===== src/rtl/audio_pkg.sv =====
// Shared constants for the audio output stage: codec register map,
// default sample width and underrun counter ceiling.
package audio_pkg;

  localparam logic [2:0] REG_PAUSE = 3'd1;
  localparam logic [2:0] REG_ATTEN = 3'd2;
  localparam logic [2:0] REG_MODE  = 3'd3;
  localparam logic [2:0] REG_CLR   = 3'd4;
  localparam logic [2:0] REG_FLUSH = 3'd5;

  localparam int SAMPLE_W_DEFAULT = 20;

  localparam logic [15:0] UNDERRUN_MAX = 16'hFFFF;

endpackage


===== src/rtl/audio_frame_fifo.sv =====
// Single-clock frame FIFO with flush, simultaneous push/pop and registered
// full/empty/level flags. DEPTH must be a power of two.
module audio_frame_fifo #(
  parameter int WIDTH = 40,
  parameter int DEPTH = 16
) (
  input  logic                   clk,
  input  logic                   rst,
  input  logic                   flush,
  input  logic                   push,
  input  logic                   pop,
  input  logic [WIDTH-1:0]       wdata,
  output logic [WIDTH-1:0]       rdata,
  output logic                   full,
  output logic                   empty,
  output logic [$clog2(DEPTH):0] level
);

  localparam int AW = $clog2(DEPTH);

  logic [WIDTH-1:0] mem_r [DEPTH];
  logic [AW-1:0]    wr_ptr_r;
  logic [AW-1:0]    rd_ptr_r;
  logic [AW:0]      count_r;
  logic [AW:0]      count_next_s;
  logic             full_r;
  logic             empty_r;
  logic             push_ok_s;
  logic             pop_ok_s;

  // A push into a full FIFO is only accepted when a pop frees a slot this cycle
  always_comb begin
    pop_ok_s     = pop & ~empty_r & ~flush;
    push_ok_s    = push & ~flush & (~full_r | pop_ok_s);
    count_next_s = count_r;
    case ({push_ok_s, pop_ok_s})
      2'b10:   count_next_s = count_r + (AW+1)'(1);
      2'b01:   count_next_s = count_r - (AW+1)'(1);
      default: count_next_s = count_r;
    endcase
  end

  // Frame storage
  always_ff @(posedge clk) begin
    if (push_ok_s) begin
      mem_r[wr_ptr_r] <= wdata;
    end
  end

  // Pointers and registered occupancy flags
  always_ff @(posedge clk) begin
    if (rst || flush) begin
      wr_ptr_r <= '0;
      rd_ptr_r <= '0;
      count_r  <= '0;
      full_r   <= 1'b0;
      empty_r  <= 1'b1;
    end else begin
      if (push_ok_s) begin
        wr_ptr_r <= wr_ptr_r + AW'(1);
      end
      if (pop_ok_s) begin
        rd_ptr_r <= rd_ptr_r + AW'(1);
      end
      count_r <= count_next_s;
      full_r  <= (count_next_s == (AW+1)'(DEPTH));
      empty_r <= (count_next_s == '0);
    end
  end

  assign rdata = mem_r[rd_ptr_r];
  assign full  = full_r;
  assign empty = empty_r;
  assign level = count_r;

endmodule


===== src/rtl/audio_stream_ctrl.sv =====
// Multi-channel audio output stage: frame FIFO, codec reset timer, request
// sync, pause/mono/flush and error accounting. Optional macro: AUDIO_ATTEN_EN.
module audio_stream_ctrl
  import audio_pkg::*;
#(
  parameter int SAMPLE_W     = SAMPLE_W_DEFAULT,
  parameter int CHANNELS     = 2,
  parameter int DEPTH        = 16,
  parameter int RESET_CYCLES = 4096
) (
  input  logic                         clk,
  input  logic                         global_reset,
  input  logic [CHANNELS*SAMPLE_W-1:0] pcm_data,
  input  logic                         wr_fifo,
  input  logic                         codec_ce,
  input  logic [2:0]                   codec_addr,
  input  logic [23:0]                  codec_data,
  input  logic                         cont_ready,
  output logic                         fifo_full,
  output logic                         fifo_empty,
  output logic [$clog2(DEPTH):0]       fifo_level,
  output logic                         audio_reset,
  output logic [CHANNELS*SAMPLE_W-1:0] frame_data,
  output logic                         frame_valid,
  output logic [15:0]                  underrun_cnt,
  output logic                         overflow,
  output logic                         paused
);

  localparam int FW = CHANNELS * SAMPLE_W;
  localparam int CW = (RESET_CYCLES > 1) ? $clog2(RESET_CYCLES) : 1;
  localparam logic [CW-1:0] RST_LAST = CW'(RESET_CYCLES - 1);

  logic [CW-1:0]       rst_cnt_r;
  logic                audio_reset_r;
  logic [2:0]          sync_r;
  logic                req_r;
  logic                paused_r;
  logic                mono_r;
  logic [15:0]         underrun_r;
  logic                overflow_r;
  logic [FW-1:0]       frame_data_r;
  logic                frame_valid_r;
`ifdef AUDIO_ATTEN_EN
  logic [3:0]          atten_r;
`endif

  logic                flush_s;
  logic                clr_s;
  logic                req_act_s;
  logic                pop_s;
  logic                ovf_event_s;
  logic                fifo_full_s;
  logic                fifo_empty_s;
  logic [FW-1:0]       head_s;
  logic [FW-1:0]       proc_s;
  logic [SAMPLE_W-1:0] samp_s;

  audio_frame_fifo #(
    .WIDTH (FW),
    .DEPTH (DEPTH)
  ) u_fifo (
    .clk   (clk),
    .rst   (global_reset),
    .flush (flush_s),
    .push  (wr_fifo),
    .pop   (req_act_s & ~paused_r),
    .wdata (pcm_data),
    .rdata (head_s),
    .full  (fifo_full_s),
    .empty (fifo_empty_s),
    .level (fifo_level)
  );

  // Request qualification and register strobes
  always_comb begin
    flush_s     = codec_ce & (codec_addr == REG_FLUSH);
    clr_s       = codec_ce & (codec_addr == REG_CLR);
    req_act_s   = req_r & audio_reset_r;
    pop_s       = req_act_s & ~paused_r & ~fifo_empty_s;
    ovf_event_s = wr_fifo & fifo_full_s & ~pop_s & ~flush_s;
  end

  // Mono replication first, then optional signed attenuation per slot
  always_comb begin
    proc_s = '0;
    samp_s = '0;
    for (int c = 0; c < CHANNELS; c++) begin
      if (mono_r) begin
        samp_s = head_s[SAMPLE_W-1:0];
      end else begin
        samp_s = head_s[c*SAMPLE_W +: SAMPLE_W];
      end
`ifdef AUDIO_ATTEN_EN
      proc_s[c*SAMPLE_W +: SAMPLE_W] = $signed(samp_s) >>> atten_r;
`else
      proc_s[c*SAMPLE_W +: SAMPLE_W] = samp_s;
`endif
    end
  end

  // Codec reset hold timer; audio_reset latches high once the count completes
  always_ff @(posedge clk) begin
    if (global_reset) begin
      rst_cnt_r     <= '0;
      audio_reset_r <= 1'b0;
    end else begin
      if (rst_cnt_r != RST_LAST) begin
        rst_cnt_r <= rst_cnt_r + CW'(1);
      end
      if (rst_cnt_r == RST_LAST) begin
        audio_reset_r <= 1'b1;
      end
    end
  end

  // Two-flop synchronizer plus registered rising-edge detect
  always_ff @(posedge clk) begin
    if (global_reset) begin
      sync_r <= 3'b000;
      req_r  <= 1'b0;
    end else begin
      sync_r <= {sync_r[1:0], cont_ready};
      req_r  <= sync_r[1] & ~sync_r[2];
    end
  end

  // Control registers and error accounting
  always_ff @(posedge clk) begin
    if (global_reset) begin
      paused_r   <= 1'b0;
      mono_r     <= 1'b0;
      underrun_r <= 16'd0;
      overflow_r <= 1'b0;
`ifdef AUDIO_ATTEN_EN
      atten_r    <= 4'd0;
`endif
    end else begin
      if (codec_ce) begin
        case (codec_addr)
          REG_PAUSE: begin
            if (codec_data == 24'd0) begin
              paused_r <= 1'b0;
            end else if (codec_data == 24'd1) begin
              paused_r <= 1'b1;
            end
          end
          REG_MODE:  mono_r  <= codec_data[0];
`ifdef AUDIO_ATTEN_EN
          REG_ATTEN: atten_r <= codec_data[3:0];
`endif
          default: ;
        endcase
      end
      if (clr_s) begin
        underrun_r <= 16'd0;
        overflow_r <= 1'b0;
      end else begin
        if (req_act_s && !paused_r && fifo_empty_s && (underrun_r != UNDERRUN_MAX)) begin
          underrun_r <= underrun_r + 16'd1;
        end
        if (ovf_event_s) begin
          overflow_r <= 1'b1;
        end
      end
    end
  end

  // Output frame register: zero frame on pause or underrun
  always_ff @(posedge clk) begin
    if (global_reset) begin
      frame_data_r  <= '0;
      frame_valid_r <= 1'b0;
    end else if (req_act_s) begin
      frame_valid_r <= 1'b1;
      frame_data_r  <= pop_s ? proc_s : '0;
    end else begin
      frame_valid_r <= 1'b0;
    end
  end

  assign fifo_full    = fifo_full_s;
  assign fifo_empty   = fifo_empty_s;
  assign audio_reset  = audio_reset_r;
  assign frame_data   = frame_data_r;
  assign frame_valid  = frame_valid_r;
  assign underrun_cnt = underrun_r;
  assign overflow     = overflow_r;
  assign paused       = paused_r;

endmodule


===== config.mk =====
export PLATFORM = sky130hd
export DESIGN_NAME = audio_stream_ctrl
export DESIGN_NICKNAME = d
export VERILOG_FILES = /design/src/rtl/audio_pkg.sv /design/src/rtl/audio_frame_fifo.sv /design/src/rtl/audio_stream_ctrl.sv
export SDC_FILE = /design/constraint.sdc
export NUM_CORES = 1
export LEC_CHECK = 0
export BUFFER_PORTS_ARGS = -buffer_cell sky130_fd_sc_hd__buf_2
export CORE_ASPECT_RATIO = 0.75
export CORE_MARGIN = 2
export CORE_UTILIZATION = 60
export DETAILED_ROUTE_END_ITERATION = 16
export PLACE_DENSITY = 0.78
export SLEW_MARGIN = 20
export SYNTH_ARGS = -nofsm -noshare
export SYNTH_HDL_FRONTEND = slang
export SYNTH_SLANG_ARGS = --single-unit

===== constraint.sdc =====
create_clock -name clk -period 13.4 [get_ports clk]
set_input_delay 2.68 -clock clk [delete_from_list [all_inputs] [get_ports clk]]
set_output_delay 2.68 -clock clk [all_outputs]
set_load 0.01 [all_outputs]

* Word level (Yosys, flattened, before mapping)
Memory sizes are Yosys's and may differ from the RTL's. A register that Yosys moved wholly into a read port is not among the register bits.
Cells that the tools add are included.
** Word-level totals
- Output and inout port bits :: 67
- Memory bits (writable) :: 640
- Register bits :: 92
- Bits of input ports :: 72
- Memories kept :: 1
- Word-level logic and storage cells :: 73
** Operators by class
- Bitwise operators :: 19
- Mux-type cells :: 10
- Eq/ne operators :: 11
- Reductions and logical operators :: 11
- $add $sub $neg :: 6
** Memories
- u_fifo.mem_r :: words 16, width 40, rd ports 1, clocked after memory_dff 1, wr ports 1, line audio_frame_fifo.sv:21 : logic [WIDTH-1:0] mem_r [DEPTH];
** Operators with widths (count)
- $mux 40 :: 1
- $eq 24x1->1 const B :: 1
- $logic_not 24->1 :: 1
- $mux 20 :: 1
- $add 16x1->16 const B :: 1
- $ne 16x16->1 const B :: 1
- $add 12x1->12 const B :: 1
- $and 1x1->1 :: 12
- $eq 12x12->1 const B :: 1
- $ne 12x12->1 const B :: 1
- $pmux 5 s2 :: 1
- $add 4x1->4 const B :: 2
- $mux 4 :: 2
- $eq 3x3->1 const B :: 2
- $not 1->1 :: 6
- $add 5x1->5 const B :: 1
- $eq 5x5->1 const B :: 1
- $logic_not 5->1 :: 1
- $mux 1 :: 5
- $sub 5x1->5 const B :: 1
- $eq 3x1->1 const B :: 1
- $eq 3x2->1 const B :: 1
- $logic_and 1x1->1 :: 3
- $reduce_and 3->1 :: 1
- 8 further kinds :: 8

* Logic depth before layout (Yosys ltp)
Gate-level depths: netlist of the first run.
- Depth in word-level cells :: 9
- Depth in mapped cells :: 11
- Gate-level depth less buffers :: 11

* Cells and area by module
A second synthesis of the first run with hierarchy kept.
** Unflattened totals
- Cell total of the unflattened synthesis :: 1379
- Area total of the unflattened synthesis :: 28471.1 um^2
** By module, submodules not included
- audio_frame_fifo :: area each 25135.4 um^2, cells an instance 1014, instances 1
- audio_stream_ctrl :: area each 3335.7 um^2, cells an instance 365, instances 1

* Worst setup path before layout of the first run
No wires, ideal clock.
- Kind :: input -> register
- Start :: input port codec_addr[1]
- End :: memory u_fifo.mem_r[2][0], enable pin
- Required time :: 12.849 ns
- Data arrival time :: 7.336 ns
- Path slack :: 5.513 ns
- Stages on the path :: 4
- Library setup time :: 0.551 ns
- Path through :: nand4b_1 o211a_1 inv_2 nor4b_1
** On the way
- Longest elaborated chain between the ends :: 8
- Elaborated cells between the ends (all ways) :: 9
** RTL lines
- from (decl) :: line audio_stream_ctrl.sv:16 : input logic [2:0] codec_addr,
- $eq 3x3->1 (*) :: line audio_stream_ctrl.sv:77 : flush_s = codec_ce & (codec_addr == REG_FLUSH);
- $and 1x1->1 (*) :: line audio_stream_ctrl.sv:77
- $not 1->1 (*) :: line audio_frame_fifo.sv:33, audio_frame_fifo.sv:34
- $and 1x1->1 :: line audio_frame_fifo.sv:33 : pop_ok_s = pop & ~empty_r & ~flush;
- $or 1x1->1 :: line audio_frame_fifo.sv:34 : push_ok_s = push & ~flush & (~full_r | pop_ok_s);
- $and 1x1->1 (*) :: line audio_frame_fifo.sv:34
- $mux 1 (*) :: line audio_frame_fifo.sv:45 : if (push_ok_s) begin
- $mux 1 (not written as such) (*) :: line audio_frame_fifo.sv:46 : mem_r[wr_ptr_r] <= wdata;
- to (decl) :: line audio_frame_fifo.sv:21
Every way passes the cells marked *; elsewhere a longest branch is shown, timed or not.

* Worst setup path after layout of the first run
- Start :: input port codec_addr[1]
- End :: register u_fifo.empty_r, in the netlist u_fifo.empty
** On the way
- Longest elaborated chain between the ends :: 9
- Elaborated cells between the ends (all ways) :: 12
** RTL lines
- $eq 3x3->1 (*) :: line audio_stream_ctrl.sv:77
- $and 1x1->1 (*) :: line audio_stream_ctrl.sv:77
- $not 1->1 :: line audio_frame_fifo.sv:33, audio_frame_fifo.sv:34
- $and 1x1->1 :: line audio_frame_fifo.sv:33
- $or 1x1->1 :: line audio_frame_fifo.sv:34
- $and 1x1->1 :: line audio_frame_fifo.sv:34
- $eq 2x1->1 or $eq 2x2->1 (tied branches) :: line audio_frame_fifo.sv:36 : case ({push_ok_s, pop_ok_s})
- $pmux 5 s2 :: line audio_frame_fifo.sv:36
- $logic_not 5->1 :: line audio_frame_fifo.sv:67 : empty_r <= (count_next_s == '0);
- to (signal assigned) :: line audio_frame_fifo.sv:67
- to (decl) :: line audio_frame_fifo.sv:27 : logic empty_r;
Marks and branches as above.
A chain may end at the register's enable or synchronous reset.

==> impl_metrics.py, run 1 <==
metrics = {
    "power": {
        "powerDensity_nw_per_um2": 139,
        "p_leak_nw": 10.6,
        "vdd_drop_max_mv": 0.115,
    },
    "logic_synthesis": {
        "synth_area_leader_cell": "edfxtp_1",
        "avgSynthCellArea_sq_um": 17.4,
        "async_flop_share": 0,
        "synth.area.top_cells": "edfxtp_1, dfxtp_1, mux4_2, mux2_2, mux2i_1",
        "synth_edf_count": 640,
        "synth_ff_type": "edfxtp_1",
        "seq_area_frac_synth": 0.722,
        "synth_area_sq_um": 29300,
        "syn_inst": 1682,
        "yosysUniqueCellTypes": 61,
        "synth.top_cell.area_share": 0.656,
        "syn-num-nets": 1764,
        "yosysWarnings": 0,
        "synth_seq_cells": 736,
    },
    "layout": {
        "mostFrequentLayoutCells": "edfxtp_1, buf_2, dfxtp_1",
        "fin_area_sq_um": 32800,
        "fillers": 3111,
        "antenna_cells": 0,
        "drive_gt1_frac": 0.251,
        "multi_input_area_sq_um": 7650,
        "syn_to_final_growth_pct": 11.8,
        "ff_latch_area_sq_um": 21200,
        "nets": 1900,
        "mostFrequentLayoutCell": "edfxtp_1",
    },
    "timing": {
        "setup-violations-final": 0,
        "finalSetupTns_ps": 0,
        "worst_pin_slew_ps": 1110,
        "skew_ps": 28.0,
        "period_minus_slack_ps": 5030,
        "clock.fmax_mhz": 199,
        "maxSlewHeadroom": 0.257,
        "whs_ps": 398,
        "fin_crit_sh": 0.375,
        "rsz0062_at_grt": "false",
        "hold_viol_final": 0,
        "slew_violations": 0,
    },
    "worst_setup_path": {
        "rr_worst_depth": 6,
        "cp_top_family": "compound AO/OA/AOI/OAI gates",
        "path_depth": 12,
        "crit_type": "in -> reg",
        "slowest_stage": "a2111oi_0",
        "cp-end-kind": "register",
        "cp.required_ps": 13890,
        "worstPathMaxFanout": 11,
        "crit_start": "codec_addr[1]",
        "cp-endpoint": "u_fifo.empty$_SDFF_PP1_",
        "max_stage_delay_ps": 460,
        "crit_chain": "buf_2 -> nand4b_1 -> o211a_1 -> inv_2 -> ha_1 -> xor2_1 -> ha_1 -> a211o_1 -> a2111oi_0 -> a31oi_1 -> xor2_1 -> a31o_2",
        "worstPathBufferInverterCount": 2,
        "worstSetupStartpointType": "primary input",
        "arrival_ps": 5520,
        "r2r_slack_ps": 9410,
        "reg2reg_to": "frame_data[20]$_SDFFE_PP0N_",
    },
    "cts": {
        "cts_root_buf": "clkbuf_16",
        "h-tree-depth": 3,
        "clockBufferDepth": 3,
        "clock_latency_ps": 620,
        "post-cts-setup-buffers": 0,
        "cts.sinks": 736,
        "cts_hold_buf": 0,
        "cts_resized": 0,
        "clk_transition_reported_paths_ps": 60,
        "cts_buffers": 68,
        "cts_tree": "yes",
    },
    "detailed_routing": {
        "viasPerCell": 6.39,
        "drt_iter0_drc": 2036,
        "dr.pass1.iters": 5,
        "ant_nets": 0,
        "dr_total_vias": 16100,
        "wl_per_cell_um": 25.8,
        "post-route-drc-count": 0,
        "finalWirelength_mm": 65.1,
    },
    "placement": {
        "place_area_sq_um": 30500,
        "place.port_buffers": 138,
        "dp_hpwl_mm": 37.5,
        "globalplace.congestion": 0.844,
    },
    "floorplan": {
        "rows": 70,
        "core_area_sq_um": 48500,
        "io_pins": 139,
        "die_y_um": 195,
        "die_x_um": 259,
        "start_util": 0.604,
        "die_area_sq_um": 50600,
    },
    "global_route": {
        "grt_max_degree": 71,
        "grt_pass1_wl_mm": 97.1,
        "antenna_found_initial": 2,
        "first_global_vias": 15900,
        "grt_util_all_layers": 0.259,
        "grt_remaining_overflow": 0,
    },
    "hold_path": {
        "hold_path_class": "reg -> reg",
    },
    "job": {
        "maxCapViolCount": 0,
    },
    "outcome": {
        "outcome": "complete, no violations",
    },
}
[Yosys cell counts, drive strengths merged (4+ instances only)]
cell and number:
a2111oi 35, a211oi 42, a21oi 53, a221o 8
a221oi 20, a22o 20, a22oi 12, and2 12
and3 28, buf 60, clkbuf 40, dfxtp 96
edfxtp 640, ha 10, inv 9, mux2 102
mux2i 72, mux4 80, nand2 42, nand2b 8
nand3 9, nand4 10, nand4b 4, nor2 93
nor2b 42, nor3b 23, nor4 8, o211ai 8
o21ai 5, o221ai 8, o22ai 21, xnor2 6
xor2 24
[power by group]
group	total (mW)	switching, mW	internal (mW)
logic	0.121	0.0835	0.0377
registers	2.52	0.00883	2.51
clock network	1.92	0.816	1.11
[metrics by stage]
step | util | std cells | total power [mW] | setup WS, ps
detailed placement | 0.630 | 2396 | 2.69 | 7910
floorplan | - | 1682 | 2.63 | 5510
finish | 0.675 | 2520 | 4.57 | 8370
global placement | 0.630 | 2396 | 2.68 | 7920
CTS | 0.675 | 2520 | 4.59 | 8540
global route | 0.675 | 2520 | 4.69 | 8330
[sequential cells by signal, summed over array words and instances (netlist names), 3 cells and up, named ones only]
name / flops
u_fifo.wr_ptr_r: 4
frame_data: 40
u_fifo.mem_r: 640
u_fifo.level: 5
underrun_cnt: 16
u_fifo.rd_ptr_r: 4
sync_r: 3
rst_cnt_r: 12
[worst min path at each step]
stage	startpoint	end	slack, ps	cells after the start
2_1_floorplan	sync_r[2]$_SDFF_PP0_	req_r$_SDFF_PP0_	370	1
3_3_place_gp	sync_r[2]$_SDFF_PP0_	req_r$_SDFF_PP0_	380	1
3_5_place_dp	sync_r[2]$_SDFF_PP0_	req_r$_SDFF_PP0_	390	1
4_1_cts	sync_r[2]$_SDFF_PP0_	req_r$_SDFF_PP0_	400	1
5_1_grt	sync_r[2]$_SDFF_PP0_	req_r$_SDFF_PP0_	410	1
6_report	sync_r[2]$_SDFF_PP0_	req_r$_SDFF_PP0_	400	1
[cell families (layout without fill, tap and decap cells)]
logic type	count (synthesis)	after routing	synth area share
xor+xnor	30	30	0.00897
buf+inv	109	299	0.0201
mux	254	254	0.125
simple gates	296	296	0.0538
flops	736	736	0.722
fa+ha+maj	10	10	0.00427
compound gates	247	247	0.0660
[routing by layer]
metal  track usage  part of all wire  vias up
met5             0           0.00045        -
met4        0.0717             0.020        4
met3        0.0585             0.093       98
met2         0.391              0.46      752
met1         0.385              0.43     8214
li1              -                 -     7027
[layout make-up]
type                    count  share of cell area
repair buffers            166              0.0275
inverters                   9             0.00103
multi-input cells         837               0.234
well taps                 648              0.0248
flip-flops and latches    736               0.646
clock inverters            34              0.0112
clock buffers              90              0.0561
No activity file was read; power rests on OpenSTA's default activity.
==> run 2, diff against run 1 <==
--- a/config.mk
+++ b/config.mk
@@ -8,9 +8,9 @@
 export BUFFER_PORTS_ARGS = -buffer_cell sky130_fd_sc_hd__buf_2
 export CORE_ASPECT_RATIO = 0.75
 export CORE_MARGIN = 2
-export CORE_UTILIZATION = 60
+export CORE_UTILIZATION = 55
 export DETAILED_ROUTE_END_ITERATION = 16
-export PLACE_DENSITY = 0.78
+export PLACE_DENSITY = 0.75
 export SLEW_MARGIN = 20
 export SYNTH_ARGS = -nofsm -noshare
 export SYNTH_HDL_FRONTEND = slang
==> constraint.sdc (replaced) <==
create_clock -name clk -period 4.1 [get_ports clk]
set_input_delay 0.82 -clock clk [delete_from_list [all_inputs] [get_ports clk]]
set_output_delay 0.82 -clock clk [all_outputs]
set_load 0.01 [all_outputs]
==> run 2 against run 1 <==
  * Non-clock buffer count increased by 10
  * Wire length increased by 3.5%
  * Clock-buffer cell count increased by 5
  * Worst setup slack got worse by 7600 ps
  * Global-route usage decreased by 1.4 points
  * Sequential share of layout area decreased by 0.49 points
  * Combinational power increased to 3.4 times the previous value
  * Die area increased by 8.9%
  * Sequential power increased to 3.3 times the previous value
  * Largest cell class unchanged
==> impl_metrics.py, run 2 (same netlist as run 1, synthesis figures left out) <==
metrics = {
    "outcome": {
        "outcome": "complete, no violations",
    },
    "global_route": {
        "grt_max_degree": 83,
        "grt_remaining_overflow": 0,
        "first_global_vias": 15800,
        "antenna_found_initial": 3,
        "grt_util_all_layers": 0.245,
        "grt_pass1_wl_mm": 99.8,
    },
    "timing": {
        "worst_pin_slew_ps": 1120,
        "rsz0062_at_grt": "false",
        "fin_crit_sh": 0.822,
        "finalSetupTns_ps": 0,
        "clock.fmax_mhz": 297,
        "setup-violations-final": 0,
        "hold_viol_final": 0,
        "slew_violations": 0,
        "maxSlewHeadroom": 0.253,
        "fin_ws_ps": 729,
        "period_minus_slack_ps": 3370,
        "skew_ps": 34.8,
    },
    "cts": {
        "post-cts-setup-buffers": 0,
        "clockBufferDepth": 3,
        "cts_tree": "yes",
        "cts_buffers": 70,
        "cts_hold_buf": 0,
        "cts.sinks": 736,
        "clock_latency_ps": 620,
        "clk_transition_reported_paths_ps": 60,
        "cts_root_buf": "clkbuf_16",
        "cts_resized": 0,
        "h-tree-depth": 3,
    },
    "placement": {
        "place_ws_ps": 397,
        "place.port_buffers": 138,
        "dp_hpwl_mm": 39.0,
        "globalplace.congestion": 0.829,
    },
    "layout": {
        "top_register": "u_fifo.mem_r",
        "mostFrequentLayoutCell": "edfxtp_1",
        "nets": 1912,
        "fillers": 3737,
        "post-route-util": 0.625,
        "syn_to_final_growth_pct": 12.7,
        "mostFrequentLayoutCells": "edfxtp_1, buf_2, dfxtp_1",
        "drive_gt1_frac": 0.254,
        "largest_reg_flops": 640,
    },
    "worst_setup_path": {
        "cp_top_family": "compound AO/OA/AOI/OAI gates",
        "crit_type": "reg -> reg",
        "cp-end-kind": "register",
        "worstSetupStartpointType": "register",
        "slowest_stage": "a2111oi_0",
        "max_stage_delay_ps": 460,
        "cp.required_ps": 4600,
        "worstPathMaxFanout": 11,
        "crit_chain": "and4bb_1 -> o211a_1 -> inv_2 -> ha_1 -> xor2_1 -> ha_1 -> a211o_1 -> a2111oi_0 -> a31oi_1 -> xor2_1 -> a31o_2",
        "worstPathBufferInverterCount": 1,
        "arrival_ps": 3870,
    },
    "detailed_routing": {
        "drt_iter0_drc": 1770,
        "dr_total_vias": 16200,
        "finalWirelength_mm": 67.3,
        "viasPerCell": 6.25,
        "ant_nets": 0,
        "dr.pass1.iters": 7,
        "wl_per_cell_um": 25.9,
        "post-route-drc-count": 0,
    },
    "job": {
        "maxCapViolCount": 0,
    },
    "floorplan": {
        "rows": 73,
        "io_pins": 139,
        "die_area_sq_um": 55100,
        "core_area_sq_um": 52800,
        "die_y_um": 204,
        "die_x_um": 270,
        "start_util": 0.555,
    },
    "power": {
        "powerDensity_nw_per_um2": 452,
        "vdd_drop_max_mv": 0.394,
        "p_leak_nw": 10.7,
    },
    "hold_path": {
        "hold_path_class": "reg -> reg",
    },
}
## run 2: cell types whose count changed in the layout (fill, tap and decap cells not counted), sizes merged
| cell | before | now |
|---|---|---|
| clkinv | 20 | 17 |
| clkbuf | 90 | 95 |
| buf | 166 | 176 |
| clkinvlp | 2 | 1 |
| inv | 14 | 12 |
| bufinv | 7 | 6 |
| diode | 0 | 4 |
## run 2: worst paths after layout
path	start	to	slack [ps]	cells after the start
setup / recovery	u_fifo.empty$_SDFF_PP1_	u_fifo.empty$_SDFF_PP1_	730	11
hold / removal	sync_r[2]$_SDFF_PP0_	req_r$_SDFF_PP0_	420	1
setup reg to reg	u_fifo.empty$_SDFF_PP1_	u_fifo.empty$_SDFF_PP1_	730	11
hold reg to reg	sync_r[2]$_SDFF_PP0_	req_r$_SDFF_PP0_	420	1
## run 2: layer usage
metal / vias up / wire, um / GRT usage
li1: 7063 / - / -
met1: 8305 / 28500 / 0.359
met2: 750 / 30600 / 0.364
met3: 111 / 6540 / 0.0641
met4: 2 / 1760 / 0.0760
met5: - / 16 / 0
## run 2: cell type report
class	instances	area, sq um	share of cell area
sequential	736	21200	0.641
multi-input combinational	837	7660	0.232
clock buffer	95	1900	0.0575
timing repair buffer	176	1080	0.0326
tap	712	891	0.0270
clock inverter	27	284	0.00861
inverter	9	33.8	0.00102
antenna	4	10.0	0.000303
## run 2: power breakdown
group	leakage [nW]	switching, mW	total [mW]	internal (mW)
sequential	6.56	0.0271	8.24	8.22
combinational	3.04	0.282	0.407	0.125
clock	1.06	2.65	6.27	3.62
total	10.7	2.96	14.9	12.0
## run 2: through the flow
stage | power (mW) | std cells | area [sq um] | hold WS [ps]
floorplan | 8.59 | 1682 | 29300 | 367
global placement | 8.78 | 2470 | 30800 | 407
detailed placement | 8.81 | 2470 | 30800 | 397
CTS | 15.0 | 2592 | 33000 | 406
global route | 15.3 | 2594 | 33000 | 429
finish | 14.9 | 2596 | 33000 | 421
==> run 3, diff against run 2 <==
--- a/config.mk
+++ b/config.mk
@@ -8,9 +8,9 @@
 export BUFFER_PORTS_ARGS = -buffer_cell sky130_fd_sc_hd__buf_2
 export CORE_ASPECT_RATIO = 0.75
 export CORE_MARGIN = 2
-export CORE_UTILIZATION = 55
+export CORE_UTILIZATION = 60
 export DETAILED_ROUTE_END_ITERATION = 16
-export PLACE_DENSITY = 0.75
+export PLACE_DENSITY = 0.78
 export SLEW_MARGIN = 20
 export SYNTH_ARGS = -nofsm -noshare
 export SYNTH_HDL_FRONTEND = slang
==> constraint.sdc (replaced) <==
create_clock -name clk -period 3.2 [get_ports clk]
set_input_delay 0.64 -clock clk [delete_from_list [all_inputs] [get_ports clk]]
set_output_delay 0.64 -clock clk [all_outputs]
set_load 0.01 [all_outputs]
==> run 3 against run 2 <==
  * Worst hold slack got worse by 160 ps
  * Maximum frequency increased by 14%
  * Via count increased by 1.7%
  * Clock skew decreased by 12 ps
  * Largest cell class unchanged
  * Highest routed layer unchanged
==> impl_metrics.py, run 3 (same netlist as run 1, synthesis figures left out) <==
metrics = {
    "layout": {
        "mostFrequentLayoutCell": "edfxtp_1",
        "drive_gt1_frac": 0.262,
        "multi_input_area_sq_um": 7690,
        "top_register": "u_fifo.mem_r",
        "mostFrequentLayoutCells": "edfxtp_1, buf_2, dfxtp_1",
        "syn_to_final_growth_pct": 13.4,
        "layoutNonFillerInstCount": 2548,
        "ff_latch_area_sq_um": 21200,
        "fillers": 3067,
        "largest_reg_flops": 640,
        "antenna_cells": 0,
        "nets": 1932,
    },
    "cts": {
        "cts_hold_buf": 0,
        "clockBufferDepth": 3,
        "cts.sinks": 736,
        "cts_tree": "yes",
        "clk_transition_reported_paths_ps": 60,
        "cts_buffers": 68,
        "cts_resized": 0,
        "clock_latency_ps": 610,
        "post-cts-setup-buffers": 0,
        "h-tree-depth": 3,
        "cts_root_buf": "clkbuf_16",
    },
    "timing": {
        "period_minus_slack_ps": 2970,
        "setup-violations-final": 0,
        "fin_crit_sh": 0.927,
        "hold_viol_final": 0,
        "rsz0062_at_grt": "false",
        "whs_ps": 265,
        "skew_ps": 23.1,
        "clock.fmax_mhz": 337,
        "worst_pin_slew_ps": 1090,
        "maxSlewHeadroom": 0.274,
        "slew_violations": 0,
    },
    "detailed_routing": {
        "wl_per_cell_um": 26.9,
        "viasPerCell": 6.48,
        "post-route-drc-count": 0,
        "dr_total_vias": 16500,
        "finalWirelength_mm": 68.5,
        "ant_nets": 0,
        "drt_iter0_drc": 2108,
        "dr.pass1.iters": 6,
    },
    "power": {
        "vdd_drop_max_mv": 0.398,
        "p_leak_nw": 10.8,
        "powerDensity_nw_per_um2": 565,
    },
    "placement": {
        "dp.cells": 2428,
        "globalplace.congestion": 0.838,
        "dp_hpwl_mm": 39.5,
        "place.port_buffers": 138,
    },
    "worst_setup_path": {
        "arrival_ps": 3470,
        "cp.required_ps": 3700,
        "reg2reg_to": "u_fifo.full$_SDFF_PP0_",
        "cp-end-kind": "register",
        "worstPathMaxFanout": 5,
        "rr_startpoint": "u_fifo.empty$_SDFF_PP1_",
        "rr_worst_depth": 11,
        "r2r_slack_ps": 230,
        "crit_type": "reg -> reg",
        "worstSetupStartpointType": "register",
    },
    "global_route": {
        "grt_max_degree": 47,
        "first_global_vias": 16100,
        "grt_util_all_layers": 0.273,
        "grt_remaining_overflow": 0,
        "grt_pass1_wl_mm": 102,
        "antenna_found_initial": 4,
    },
    "floorplan": {
        "die_area_sq_um": 50600,
        "rows": 70,
        "die_y_um": 195,
        "io_pins": 139,
        "die_x_um": 259,
        "core_area_sq_um": 48500,
        "start_util": 0.604,
    },
    "hold_path": {
        "hold_path_depth": 2,
        "worstHoldEndpoint": "sync_r[0]$_SDFF_PP0_",
        "hp-start": "cont_ready",
        "hold_path_class": "in -> reg",
    },
    "outcome": {
        "outcome": "complete, no violations",
    },
    "job": {
        "maxCapViolCount": 0,
    },
}
==> run 3: cell count changes in the layout (fill, tap and decap cells not counted), moves of 2 or more <==
cell / before / now
diode_2: 4 / 0
bufinv_16: 6 / 2
buf_12: 8 / 25
nor4_4: 0 / 3
clkbuf_8: 3 / 5
nor4_2: 3 / 0
inv_6: 3 / 1
buf_4: 30 / 35
==> run 3: per-layer routing <==
layer  GRT usage  wire length [um]
met5           0                45
met2       0.406             31600
met1       0.406             28500
met4      0.0828              1630
met3      0.0645              6710
==> run 3: worst max-delay path by stage <==
| stage | startpoint | to | slack [ps] |
|---|---|---|---|
| after floorplan | codec_addr[1] | u_fifo.mem_r[0][0]$_DFFE_PP_ | -600 |
| after global placement | codec_addr[1] | u_fifo.empty$_SDFF_PP1_ | 20 |
| after detailed placement | codec_addr[1] | u_fifo.full$_SDFF_PP0_ | 90 |
| after CTS | u_fifo.empty$_SDFF_PP1_ | u_fifo.full$_SDFF_PP0_ | 250 |
| after global routing | u_fifo.empty$_SDFF_PP1_ | u_fifo.full$_SDFF_PP0_ | 70 |
| final | u_fifo.empty$_SDFF_PP1_ | u_fifo.full$_SDFF_PP0_ | 230 |
==> run 3: area by class of cell <==
type                       instances  share of cell area
clock buffer                      97              0.0580
clock inverter                    23             0.00490
inverter                           9             0.00102
multi-input combinational        837               0.231
sequential                       736               0.637
tap                              648              0.0244
timing repair buffer             198              0.0438
==> run 3: critical path: stages (launching register included) <==
cell and delay [ps]:
dfxtp_1 370, and4bb_1 420, o211a_1 200, inv_2 40
ha_1 200, xor2_1 170, ha_1 230, a211o_1 280
a2111oi_0 410, a31oi_1 110, xor2_1 180, nor4b_1 250
==> run 3: through the flow <==
stage	total power [mW]	area [sq um]	setup slack (ps)	utilization	TNS, ps
global placement	11.3	31100	19.6	0.642	0
CTS	18.9	33200	250	0.685	0
global route	19.3	33200	71.1	0.685	0
floorplan	11.0	29300	-600	-	-71980
detailed placement	11.3	31100	92.6	0.642	0
finish	18.8	33200	235	0.685	0
==> run 3: report_power, final <==
part           switching [mW]  leakage, nW  total, mW  internal (mW)
clock                    3.33         1.02       7.69           4.36
sequential             0.0361         6.56       10.6           10.5
combinational           0.358         3.21      0.531          0.173
total                    3.72         10.8       18.8           15.1
